[config.mk]
export PLATFORM = sky130hd
export DESIGN_NAME = ram_lsu_port
export DESIGN_NICKNAME = d
export VERILOG_FILES = /design/src/rtl/riscv_mem_pkg.sv /design/src/rtl/lsu_lane_unit.sv /design/src/rtl/ram_lsu_port.sv
export SDC_FILE = /design/constraint.sdc
export NUM_CORES = 1
export LEC_CHECK = 0
export BUFFER_PORTS_ARGS = -buffer_cell sky130_fd_sc_hd__buf_2
export CAP_MARGIN = 10
export CORE_AREA = 2 2 133 135
export CTS_CLUSTER_SIZE = 10
export DETAILED_ROUTE_END_ITERATION = 16
export DIE_AREA = 0 0 135 137
export PLACE_DENSITY = 0.69
export SYNTH_ARGS = -nofsm -noshare
export SYNTH_HDL_FRONTEND = slang
export SYNTH_HIERARCHICAL = 1
export SYNTH_SLANG_ARGS = --single-unit
export TNS_END_PERCENT = 5
[constraint.sdc]
create_clock -name clk -period 5.8 [get_ports clk]
set_input_delay 0.29 -clock clk [delete_from_list [all_inputs] [get_ports clk]]
set_output_delay 0.29 -clock clk [all_outputs]
set_load 0.02 [all_outputs]
[src/rtl/riscv_mem_pkg.sv]
// Shared types for the core-to-RAM load/store path: access sizes, LSU FSM states, word width.
// Pure declarations; no latency or backpressure of its own.
package riscv_mem_pkg;

  localparam int WORD_W = 32;

  typedef enum logic [1:0] {
    SZ_B   = 2'd0,
    SZ_H   = 2'd1,
    SZ_W   = 2'd2,
    SZ_RSV = 2'd3
  } mem_size_e;

  typedef enum logic [1:0] {
    IDLE = 2'd0,
    RD   = 2'd1,
    WR   = 2'd2,
    RESP = 2'd3
  } lsu_state_e;

endpackage

[src/rtl/lsu_lane_unit.sv]
// Little-endian lane extract (loads) and lane merge (sub-word stores) on one RAM word.
// Purely combinational, zero latency, no flow control.
module lsu_lane_unit
  import riscv_mem_pkg::*;
(
  input  logic [1:0]        offset,
  input  mem_size_e         size,
  input  logic              is_unsigned,
  input  logic [WORD_W-1:0] old_word,
  input  logic [WORD_W-1:0] store_data,
  output logic [WORD_W-1:0] load_data,
  output logic [WORD_W-1:0] merged_word
);

  logic [7:0]  lane_b;
  logic [15:0] lane_h;

  always_comb begin
    lane_b = 8'h00;
    case (offset)
      2'd0:    lane_b = old_word[7:0];
      2'd1:    lane_b = old_word[15:8];
      2'd2:    lane_b = old_word[23:16];
      default: lane_b = old_word[31:24];
    endcase
    lane_h = offset[1] ? old_word[31:16] : old_word[15:0];
  end

  always_comb begin
    load_data = old_word;
    case (size)
      SZ_B: load_data = is_unsigned ? {24'h0, lane_b} : {{24{lane_b[7]}}, lane_b};
      SZ_H: load_data = is_unsigned ? {16'h0, lane_h} : {{16{lane_h[15]}}, lane_h};
      default: load_data = old_word;
    endcase
  end

  always_comb begin
    merged_word = old_word;
    case (size)
      SZ_B: merged_word[{offset, 3'b000} +: 8] = store_data[7:0];
      SZ_H: merged_word[{offset[1], 4'b0000} +: 16] = store_data[15:0];
      default: merged_word = store_data;
    endcase
  end

endmodule

[src/rtl/ram_lsu_port.sv]
// Byte/half/word load-store port onto a single-port word RAM; sub-word stores run as read-modify-write.
// Latency err 1, SW 2, load 3+LAT-1, sub-word store 4+LAT-1 cycles; one request in flight, req_ready low while busy.
module ram_lsu_port
  import riscv_mem_pkg::*;
#(
  parameter int ADDR_W     = 10,
  parameter int RAM_RD_LAT = 1
) (
  input  logic              clk,
  input  logic              rst,
  input  logic              req_valid,
  output logic              req_ready,
  input  logic              req_we,
  input  logic [1:0]        req_size,
  input  logic              req_unsigned,
  input  logic [31:0]       req_addr,
  input  logic [WORD_W-1:0] req_wdata,
  output logic              rsp_valid,
  output logic              rsp_err,
  output logic [WORD_W-1:0] rsp_rdata,
  output logic              ram_wr_en,
  output logic [ADDR_W-1:0] ram_addr,
  output logic [WORD_W-1:0] ram_wdata,
  input  logic [WORD_W-1:0] ram_rdata
);

  localparam int CNT_W = 3;

  lsu_state_e        state, state_nxt;
  logic [CNT_W-1:0]  rd_cnt;
  logic              rd_last;
  logic              accept;
  logic              req_err;
  logic              word_store;
  mem_size_e         req_sz;

  logic              r_we;
  mem_size_e         r_size;
  logic              r_unsigned;
  logic [1:0]        r_off;
  logic [WORD_W-1:0] r_wdata;

  logic [WORD_W-1:0] load_data;
  logic [WORD_W-1:0] merged_word;

  assign req_sz     = mem_size_e'(req_size);
  assign accept     = req_valid & req_ready;
  assign rd_last    = (rd_cnt == CNT_W'(RAM_RD_LAT));
  assign word_store = req_we & (req_sz == SZ_W);

  // Anything at or above the RAM's byte span is out of range.
  always_comb begin
    req_err = 1'b0;
    if (req_sz == SZ_RSV)                          req_err = 1'b1;
    if ((req_sz == SZ_H) && req_addr[0])           req_err = 1'b1;
    if ((req_sz == SZ_W) && (req_addr[1:0] != 2'b00)) req_err = 1'b1;
    if (|req_addr[31:ADDR_W+2])                    req_err = 1'b1;
  end

  always_ff @(posedge clk or negedge rst) begin
    if (!rst) state <= IDLE;
    else      state <= state_nxt;
  end

  always_comb begin
    state_nxt = state;
    case (state)
      IDLE: begin
        if (accept) begin
          if (req_err)         state_nxt = RESP;
          else if (word_store) state_nxt = WR;
          else                 state_nxt = RD;
        end
      end
      RD:      if (rd_last) state_nxt = r_we ? WR : RESP;
      WR:      state_nxt = RESP;
      default: state_nxt = IDLE;
    endcase
  end

  // Decoded straight from the async-reset state, so ram_wr_en drops the instant rst falls.
  always_comb begin
    req_ready = rst & (state == IDLE);
    ram_wr_en = (state == WR);
    rsp_valid = (state == RESP);
  end

  always_ff @(posedge clk or negedge rst) begin
    if (!rst) begin
      rd_cnt     <= '0;
      r_we       <= 1'b0;
      r_size     <= SZ_B;
      r_unsigned <= 1'b0;
      r_off      <= 2'b00;
      r_wdata    <= '0;
      ram_addr   <= '0;
      ram_wdata  <= '0;
      rsp_err    <= 1'b0;
      rsp_rdata  <= '0;
    end else begin
      case (state)
        IDLE: begin
          if (accept) begin
            r_we       <= req_we;
            r_size     <= req_sz;
            r_unsigned <= req_unsigned;
            r_off      <= req_addr[1:0];
            r_wdata    <= req_wdata;
            ram_addr   <= req_addr[ADDR_W+1:2];
            rd_cnt     <= '0;
            rsp_err    <= req_err;
            rsp_rdata  <= '0;
            if (word_store && !req_err) ram_wdata <= req_wdata;
          end
        end
        RD: begin
          if (rd_last) begin
            if (r_we) ram_wdata <= merged_word;
            else      rsp_rdata <= load_data;
          end else begin
            rd_cnt <= rd_cnt + 1'b1;
          end
        end
        default: ;
      endcase
    end
  end

  lsu_lane_unit u_lane (
    .offset      (r_off),
    .size        (r_size),
    .is_unsigned (r_unsigned),
    .old_word    (ram_rdata),
    .store_data  (r_wdata),
    .load_data   (load_data),
    .merged_word (merged_word)
  );

endmodule

==> metrics.txt, run 1 <==
vias per cell=5.63; number of global-route vias before repair=5468; slowest cell delay on critical path=0.95 ns; Max Fanout on Critical Path=40; Worst Clk Skew=0.00791 ns; I/O pins=181; Worst EP required=6.04 ns; Reg area=2950 sq um; max-slew violations=0; Overall Global Routing Usage=22.3%; clk buf depth=2; Setup WS post-layout=2.65 ns; status=completed; DRT iter0 DRCs=443; Placement Rows=48; core area=17100 sq um; min cycle time layout=3.15 ns; Leak=0.00393 uW; DRC viols=0; Setup crit end kind=flop; Slew @ Worst Pin=1.16 ns; metal2 WL=9270 um; worst slack at placement=2.65 ns; P&R area growth vs syn=25.6%; clock root buffer=clkbuf_16; startpoint types=flop; Worst slew margin=22.7%; TritonRoute pass-1 iters=5; Nets=920; worst hold-check path type=in2reg; syn_nets=759; Syn. warnings=6; slowest stage cell, crit path=and2_1; first-pass GRT wire length=31300 um; M1 WL=9400 um; CTS Buf Count=17; kind of critical path=reg2reg; Clock Sinks=118; post-DR wirelength/cell=19.7 um; max-cap violations=0; Top Metal Used=met4; final setup violation count=0; Post-DRT Antenna Nets=0; Antenna Cells=0; I/O Buffers=180; endpoints failing hold=0; clock slew at reported path FFs=0.06 ns; die area=18500 sq um; gr ovfl total=0; Achievable Freq=0.318 GHz; cts repair resizes=0; share of cells above drive strength 1=35.0%; routability congestion estimate=0.959; clk_lat worst skew=0.42 ns; pin count of the biggest net entering global routing=81; ys async rst share=100%; Worst VDD drop=0.000302 V; number of flops mapped to enable cells by yosys=0; Initial Util=39.1%; Clock H-tree levels=4; FILL cells=1639; Crit path top cell by count=buf_4; Critical Path, Cell by Cell=inv_1, ha_2, buf_4, and3_1, o21a_1, buf_4, and2_1, a21oi_1; final wirelength=20500 um; ys flop type=dfrtp_1; sequential area share after synthesis=44.3%; Routed met3 length=1650 um; fin crit share=54.2%; Critical Path AT=3.38 ns; post-DP HPWL=14900 um; Yosys cell types=46; Synth Register Bits=118; mapped cell area=6670 sq um; PD cells=644 nW/um^2; CTS tree=done; die height=137 um; total negative setup slack=0 ns; initial antenna violation count=0; syn_area_per_cell=10.4 sq um; chip width=135 um; via count=5871; RSZ-0062 raised after global routing=no; area of the multi-input gates=3460 sq um; Post-Synthesis Cells=644
-- Yosys cell counts (3+ instances only) --
cell type  count  area share, %
dfrtp_1      118             44
inv_1          9           0.51
buf_4          4           0.45
mux2_2        48            8.1
nand2_1       62            3.5
a22o_1        59            7.7
o221ai_1      16            2.1
mux2i_1       49            7.4
clkbuf_1      25            1.4
nor2_1        14           0.79
a22oi_1       38            4.3
a21oi_1       90            6.8
o21ai_0       21            1.6
buf_1          7           0.39
buf_2         11           0.83
nor4_1         4           0.37
ha_1          12            2.3
and2_1         3           0.28
nor2b_1       18            1.7
-- critical path: cells and delay by family (launching register included) --
kind | cells | cell delay, ns
fa+ha+maj | 1 | 0.16
buf+inv | 3 | 0.88
simple gates | 2 | 1.20
flops | 1 | 0.41
compound gates | 2 | 0.28
-- path summary, 6_finish.rpt --
check / from / endpoint / slack (ns) / depth (start not counted)
min reg2reg: rsp_err / rsp_err / 0.47 / 2
max reg2reg: state[1] / ram_wdata[19] / 2.65 / 8
max: state[1] / ram_wdata[19] / 2.65 / 8
min: req_addr[10] / ram_addr[8] / 0.1 / 2
max in group asynchronous: rst / r_wdata[12] / 3.99 / 3
min in group asynchronous: rst / ram_addr[9] / 0.39 / 2
-- cell type report --
class / count / area share (%)
Inverter: 11 / 0.493
Sequential cell: 118 / 35.2
Timing Repair Buffer: 191 / 12.0
Tap cell: 225 / 3.36
Clock buffer: 20 / 5.45
Clock inverter: 12 / 2.10
Multi-Input combinational cell: 466 / 41.3
-- cell usage in the layout, fill, tap and decap left out, drive strengths merged, types with 2 or more instances in the layout --
master and n:
nor2b 18, nand2 62, ha 12, o221ai 16, nor4b 2, clkinv 6
nor2 14, a21oi 90, a22oi 38, nand2b 2, bufinv 4, mux2 48
clkbuf 20, nand3b 2, a2bb2oi 2, and2 3, mux2i 49, clkinvlp 2
dfrtp 118, nor3 2, nand3 2, o21ai 25, buf 190, nor4 5
inv 11, a22o 59
-- power breakdown --
group	total, uW	internal, uW	switching, uW
clock network	1130	741	390
registers	1570	1220	356
logic	2700	1090	1610
-- metal layers --
layer | track usage, % | vias to the layer above
met5 | 0 | -
met4 | 5.50 | 0
met3 | 6.04 | 21
met2 | 32.9 | 245
met1 | 32.5 | 2852
li1 | - | 2753
-- logic make-up (layout without fill, tap and decap cells) --
| group | after synthesis | count (layout) | share of synthesized area (%) |
|---|---|---|---|
| AOI/OAI and AO/OA | 240 | 240 | 25.4 |
| DFF | 118 | 118 | 44.3 |
| buffers and inverters | 60 | 234 | 4.03 |
| muxes | 97 | 97 | 15.5 |
| adders and majority gates | 12 | 12 | 2.25 |
| and+or+nand+nor | 117 | 117 | 8.64 |
-- stage by stage --
step	utilization (%)	power [uW]	area, sq um	cells	hold slack (ns)
floorplan	-	3480	6670	644	-0.00559
CTS	49.0	5390	8350	1042	0.0838
detailed placement	45.2	4240	7710	1009	0.305
finish	49.1	5400	8380	1043	0.0975
global route	49.1	5750	8380	1043	0.0813
global placement	45.2	4190	7710	1009	0.293
-- flip-flops by register name, summed over array words and instances, names as in the netlist --
name and cells:
r_wdata 32, rd_cnt 3, r_size 2, r_off 2
state 2, r_unsigned 1, rsp_rdata 32, ram_addr 10
rsp_err 1, ram_wdata 32, r_we 1
-- timing repair --
item	in CTS	in global routing
buffers inserted	0	0
hold endpoints to repair	38	0
hold buffers	1	0
No activity file was read; power rests on OpenSTA's default activity.
==> run 2: changes to the inputs <==
ABC_AREA = 1   (was unset)
CORE_AREA = 2 2 139 141   (was 2 2 133 135)
DIE_AREA = 0 0 141 143   (was 0 0 135 137)
PLACE_DENSITY = 0.68   (was 0.69)
clock period = 2.9 ns   (was 5.8 ns; I/O delays follow)
==> run 2 against run 1 <==
Hold slack got worse by 0.078 ns. Synthesized cell count grew 61%. Worst setup slack got worse by 2.1 ns. Critical endpoint is now ram_wdata[2].
==> metrics.txt, run 2 <==
die area=20200 sq um; end of the critical path=ram_wdata[2]; status=completed; sequential area share after synthesis=40.1%; Initial Util=39.6%; Slew @ Worst Pin=0.784 ns; startpoint types=flop; total negative setup slack=0 ns; fin crit share=82.4%; Yosys cell types=37; chip width=141 um; Leak=0.00492 uW; most common cell after layout, fill and taps aside=nand2_1; Hold Buf Count CTS=34; P&R area growth vs syn=25.3%; TritonRoute pass-1 iters=5; Yosys top cell by area=dfrtp_1; gr ovfl total=0; worst hold-check path type=in2reg; Post-CTS Setup Bufs=0; max-slew violations=0; kind of critical path=reg2reg; biggest regs=r_wdata x32, ram_wdata x32, rsp_rdata x32; I/O pins=181; syn_nets=1152; grt peak-use layer=met2; Post-Synth Adder-Cell Area=2.04%; hold depth=3; Worst slew margin=47.7%; post-DP HPWL=16800 um; largest family of logic cells by synthesized area=simple AND/OR/NAND/NOR gates; Simple-Gate Fraction of Synth Area=31.7%; RSZ-0062 raised after global routing=no; via count=7545; Setup crit end kind=flop; clock root buffer=clkbuf_16; post-synthesis xor/xnor area fraction=0.119%; min cycle time layout=2.39 ns; vias per cell=5.14; RR Startpoint=r_off[1]; top cells by count, synth=nand2_1 (365), o21ai_0 (134), dfrtp_1 (118); top cells by area, synth=dfrtp_1 (40%), nand2_1 (19%), o21ai_0 (9.1%); Clock Sinks=118; Worst EP required=3.26 ns; clock slew at reported path FFs=0.06 ns; Worst VDD drop=0.000626 V; Worst Clk Skew=0.00754 ns; core area=18600 sq um; Critical Path AT=2.75 ns; endpoints failing hold=0; Critical Path Start=r_off[1]; DRT iter0 DRCs=602; r2r setup slk=0.51 ns; Hold Crit Start=req_wdata[16]; R2R cell count=12; cts repair resizes=0; met1 usage=33.9%; count leader, synth=nand2_1; mapped cell area=7370 sq um; syn_area_per_cell=7.10 sq um; I/O Buffers=180; final wirelength=23900 um; clk_lat worst skew=0.43 ns; Max Fanout on Critical Path=22; CTS Buf Count=17; ys flop type=dfrtp_1; share of cells above drive strength 1=22.4%; clk buf depth=2; Nets=1336; routability congestion estimate=0.908; most frequent cells in the layout=nand2_1 (365), buf_2 (179), o21ai_0 (134); Syn. warnings=6; number of global-route vias before repair=7168; Clock H-tree levels=4; CTS tree=done; DRC viols=0; max-cap violations=0; number of flops mapped to enable cells by yosys=0; Synth Register Bits=118; GR Util met2=37.8%; Post-Synthesis Cells=1037; Overall Global Routing Usage=24.1%; FILL cells=1858; Compound-Gate Fraction of Synth Area=13.1%; RR Endpoint=ram_wdata[2]; ys async rst share=100%; Placement Rows=50; initial antenna violation count=0; Post-DRT Antenna Nets=0; pin count of the biggest net entering global routing=119; Final Hold Slack=0.0195 ns; die height=143 um; final setup violation count=0; area share of the largest cell type after synthesis=40.1%; PD cells=1140 nW/um^2; first-pass GRT wire length=37900 um; mux cell area share after synthesis=1.99%; met3 track demand over resource=4.76%; Achievable Freq=0.418 GHz; Antenna Cells=0; post-DR wirelength/cell=16.3 um
[run 2: cell types whose count changed in the layout (fill, tap and decap cells not counted), sizes merged, moves of 59 or more]
cell	before	now
a21oi	90	21
nand3	2	102
inv	11	125
nand2	62	373
o21ai	25	140
a22o	59	0
[run 2: metal layers]
metal | vias up | wire (um)
met5 | - | 0
met4 | 0 | 414
met3 | 29 | 1680
met2 | 303 | 10700
met1 | 3505 | 11000
li1 | 3708 | -
[run 2: how the worst min path moves through the flow]
stage                               end
after global placement    rsp_rdata[14]
after global routing        r_wdata[31]
final                       r_wdata[16]
after floorplan                r_off[0]
after CTS                   r_wdata[28]
after detailed placement  rsp_rdata[14]
[run 2: cell families after synthesis]
| kind of cell | Yosys count |
|---|---|
| buffers and inverters | 184 |
| flip-flops | 118 |
| AND/OR/NAND/NOR | 530 |
| adder cells (fa/ha/maj) | 12 |
| multiplexers | 13 |
| AO/OA/AOI/OAI | 179 |
| XOR/XNOR | 1 |
[run 2: critical path: stages, from the launching register on]
cell and delay (ns):
dfrtp_1 0.40, inv_4 0.22, ha_1 0.20, clkinv_1 0.39, nor2_1 0.21, nand3_1 0.09
nand2_1 0.27, nand2_1 0.10, nand2_1 0.09, nand2_1 0.05, o21ai_0 0.10, nand4_1 0.11
nand2_1 0.09
[run 2: cell type report]
cell class	count	area [sq um]	share of cell area, %
timing repair buffer	226	1350	14.6
sequential	118	2950	32.0
clock inverter	14	126	1.37
clock buffer	18	439	4.76
inverter	123	467	5.05
multi-input combinational	735	3610	39.1
tap	234	293	3.17
[run 2: through the flow]
step / worst slack [ns] / utilization, % / std cells / instance area [sq um] / power [uW]
after global routing: 0.304 / 49.7 / 1468 / 9230 / 11300
after floorplan: 0.765 / - / 1037 / 7370 / 6890
after CTS: 0.545 / 49.7 / 1468 / 9230 / 10500
final: 0.510 / 49.7 / 1468 / 9230 / 10500
after global placement: 0.627 / 44.8 / 1402 / 8330 / 8310
after detailed placement: 0.555 / 44.8 / 1402 / 8330 / 8380
[run 2: power by group]
part           total (uW)  leakage [uW]  internal (uW)  switching [uW]
clock network        2030      0.000265           1200             825
logic                5520       0.00316           1740            3780
registers            2940       0.00150           2380             561
==> run 3: changes to the inputs <==
ABC_AREA = 0   (was 1)
CORE_AREA = 2 2 133 135   (was 2 2 139 141)
DIE_AREA = 0 0 135 137   (was 0 0 141 143)
PLACE_DENSITY = 0.71   (was 0.68)
clock period = 2 ns   (was 2.9 ns; I/O delays follow)
==> run 3 against run 2 <==
Flip-flop and latch count stayed put. Critical path type unchanged. Non-clock buffer count is 45 higher. Power is 59% higher. Critical endpoint unchanged. Largest power group unchanged. Global-route usage is 0.70 points lower. Wire length is 9.6% lower. Hold slack better by 0.088 ns. Die area is 8.3% lower. Final cell count is 24% lower. Core utilization is 4.7 points higher. Cell area is 0.42% higher.
==> metrics.txt, run 3 (synthesized netlist as in run 1, its figures left out) <==
biggest regs=r_wdata x32, ram_wdata x32, rsp_rdata x32; Leak=0.00432 uW; total negative setup slack=0 ns; via count=6208; PD cells=1790 nW/um^2; DRT iter0 DRCs=621; endpoints failing hold=0; Internal=9460 uW; Critical Path AT=2.24 ns; core area=17100 sq um; status=completed; Post-DRT Antenna Nets=0; Worst Clk Skew=0.00855 ns; clock slew at reported path FFs=0.06 ns; met1 usage=32.8%; die area=18500 sq um; Critical Path Start=r_off[1]; slowest cell delay on critical path=0.47 ns; post-layout total power=16600 uW; Nets=1000; kind of critical path=reg2reg; Initial Util=39.1%; gr ovfl total=0; post-DR wirelength/cell=19.2 um; clk buf depth=2; met3 track demand over resource=6.56%; Worst slew margin=61.4%; Clock H-tree levels=4; pin count of the biggest net entering global routing=92; Hold Crit Start=ram_rdata[21]; worst hold-check path type=in2reg; initial antenna violation count=0; register share of total power=26.9%; I/O pins=181; most frequent cells in the layout=buf_2 (179), dfrtp_1 (117), a21oi_1 (90); final setup violation count=0; RSZ-0062 raised after global routing=no; I/O Buffers=180; slowest stage cell, crit path=dfrtp_2; Placement Rows=48; Achievable Freq=0.527 GHz; chip width=135 um; DRC viols=0; RR Startpoint=r_off[1]; fin crit share=94.9%; final wirelength=21600 um; clk_lat worst skew=0.42 ns; Antenna Cells=0; max-cap violations=0; GR Util met2=34.4%; Switching Share=43.1%; CTS Buf Count=17; clock root buffer=clkbuf_16; r2r setup slk=0.10 ns; grt peak-use layer=met2; clock power share=19.3%; vias per cell=5.53; Critical Path, Cell by Cell=inv_6, ha_4, nand4b_1, o21bai_4, a22o_1, mux2i_1, a21oi_1; Overall Global Routing Usage=23.4%; routability congestion estimate=0.898; first-pass GRT wire length=33100 um; P&R area growth vs syn=38.9%; Slew @ Worst Pin=0.577 ns; TritonRoute pass-1 iters=5; min cycle time layout=1.90 ns; number of global-route vias before repair=5882; post-DP HPWL=15400 um; Gate power share=53.8%; Setup crit end kind=flop; most common cell after layout, fill and taps aside=buf_2; share of cells above drive strength 1=36.6%; Worst VDD drop=0.000816 V; Max Fanout on Critical Path=8; startpoint types=flop; Psw=7180 uW; CTS tree=done; Worst EP required=2.34 ns; Clock Sinks=118; max-slew violations=0; die height=137 um
## run 3: cell types whose count changed in the layout (fill, tap and decap cells not counted), moves of 59 or more
cell | previous run | this run
a21oi_1 | 20 | 90
o21ai_0 | 134 | 14
a22o_1 | 0 | 59
nand2_1 | 365 | 61
nand3_1 | 89 | 1
inv_1 | 113 | 8
## run 3: stage by stage
step,instances,utilization [%],hold WS [ns],worst slack (ns),cell area [sq um]
2_1_floorplan,644,-,-0.196,-0.0651,6750
3_3_place_gp,1040,47.5,0.204,-0.151,8100
3_5_place_dp,1040,47.5,0.201,-0.204,8100
4_1_cts,1121,54.0,0.0989,0.00714,9210
5_1_grt,1123,54.4,0.122,0.00362,9270
6_report,1123,54.4,0.108,0.101,9270
## run 3: metal layers
metal  share of wire, %  wire, um
met1                 44      9460
met5                  0         0
met4                2.8       600
met2                 44      9500
met3                9.3      2000
## run 3: worst paths after layout
path                                 endpoint  cells after the start
worst max-delay path             ram_wdata[2]                      7
worst min-delay path            rsp_rdata[21]                      4
worst max register to register   ram_wdata[2]                      7
worst min register to register        rsp_err                      2
max in group asynchronous            r_off[1]                      3
min in group asynchronous             rsp_err                      3
## run 3: cell type report
class,instances,area (sq um)
clock buffers,21,470
clock inverters,11,148
fillers,1533,7780
inverters,11,46.3
multi-input cells,466,3550
flip-flops and latches,118,2950
well taps,225,282
repair buffers,271,1820
## run 3: power by group through the flow
stage	sequential (uW)	clock [uW]	combinational [uW]
floorplan	5020	0	5280
global placement	4460	0	8540
detailed placement	4480	0	8650
CTS	4460	3250	8780
global route	4590	3360	9710
finish	4480	3210	8950
## run 3: worst max-delay path: cells and delay by family (launching register included)
kind / cells / cell delay, ns
compound gates: 3 / 0.70
buf+inv: 1 / 0.09
flops: 1 / 0.47
mux: 1 / 0.10
simple gates: 1 / 0.25
fa+ha+maj: 1 / 0.22
## run 3: repair_timing
item	in CTS	in global routing
buffers inserted	0	2
resized for setup	2	12
pin swaps	0	7
hold buffers	49	0
hold endpoints to repair	174	0
setup endpoints to repair	34	35
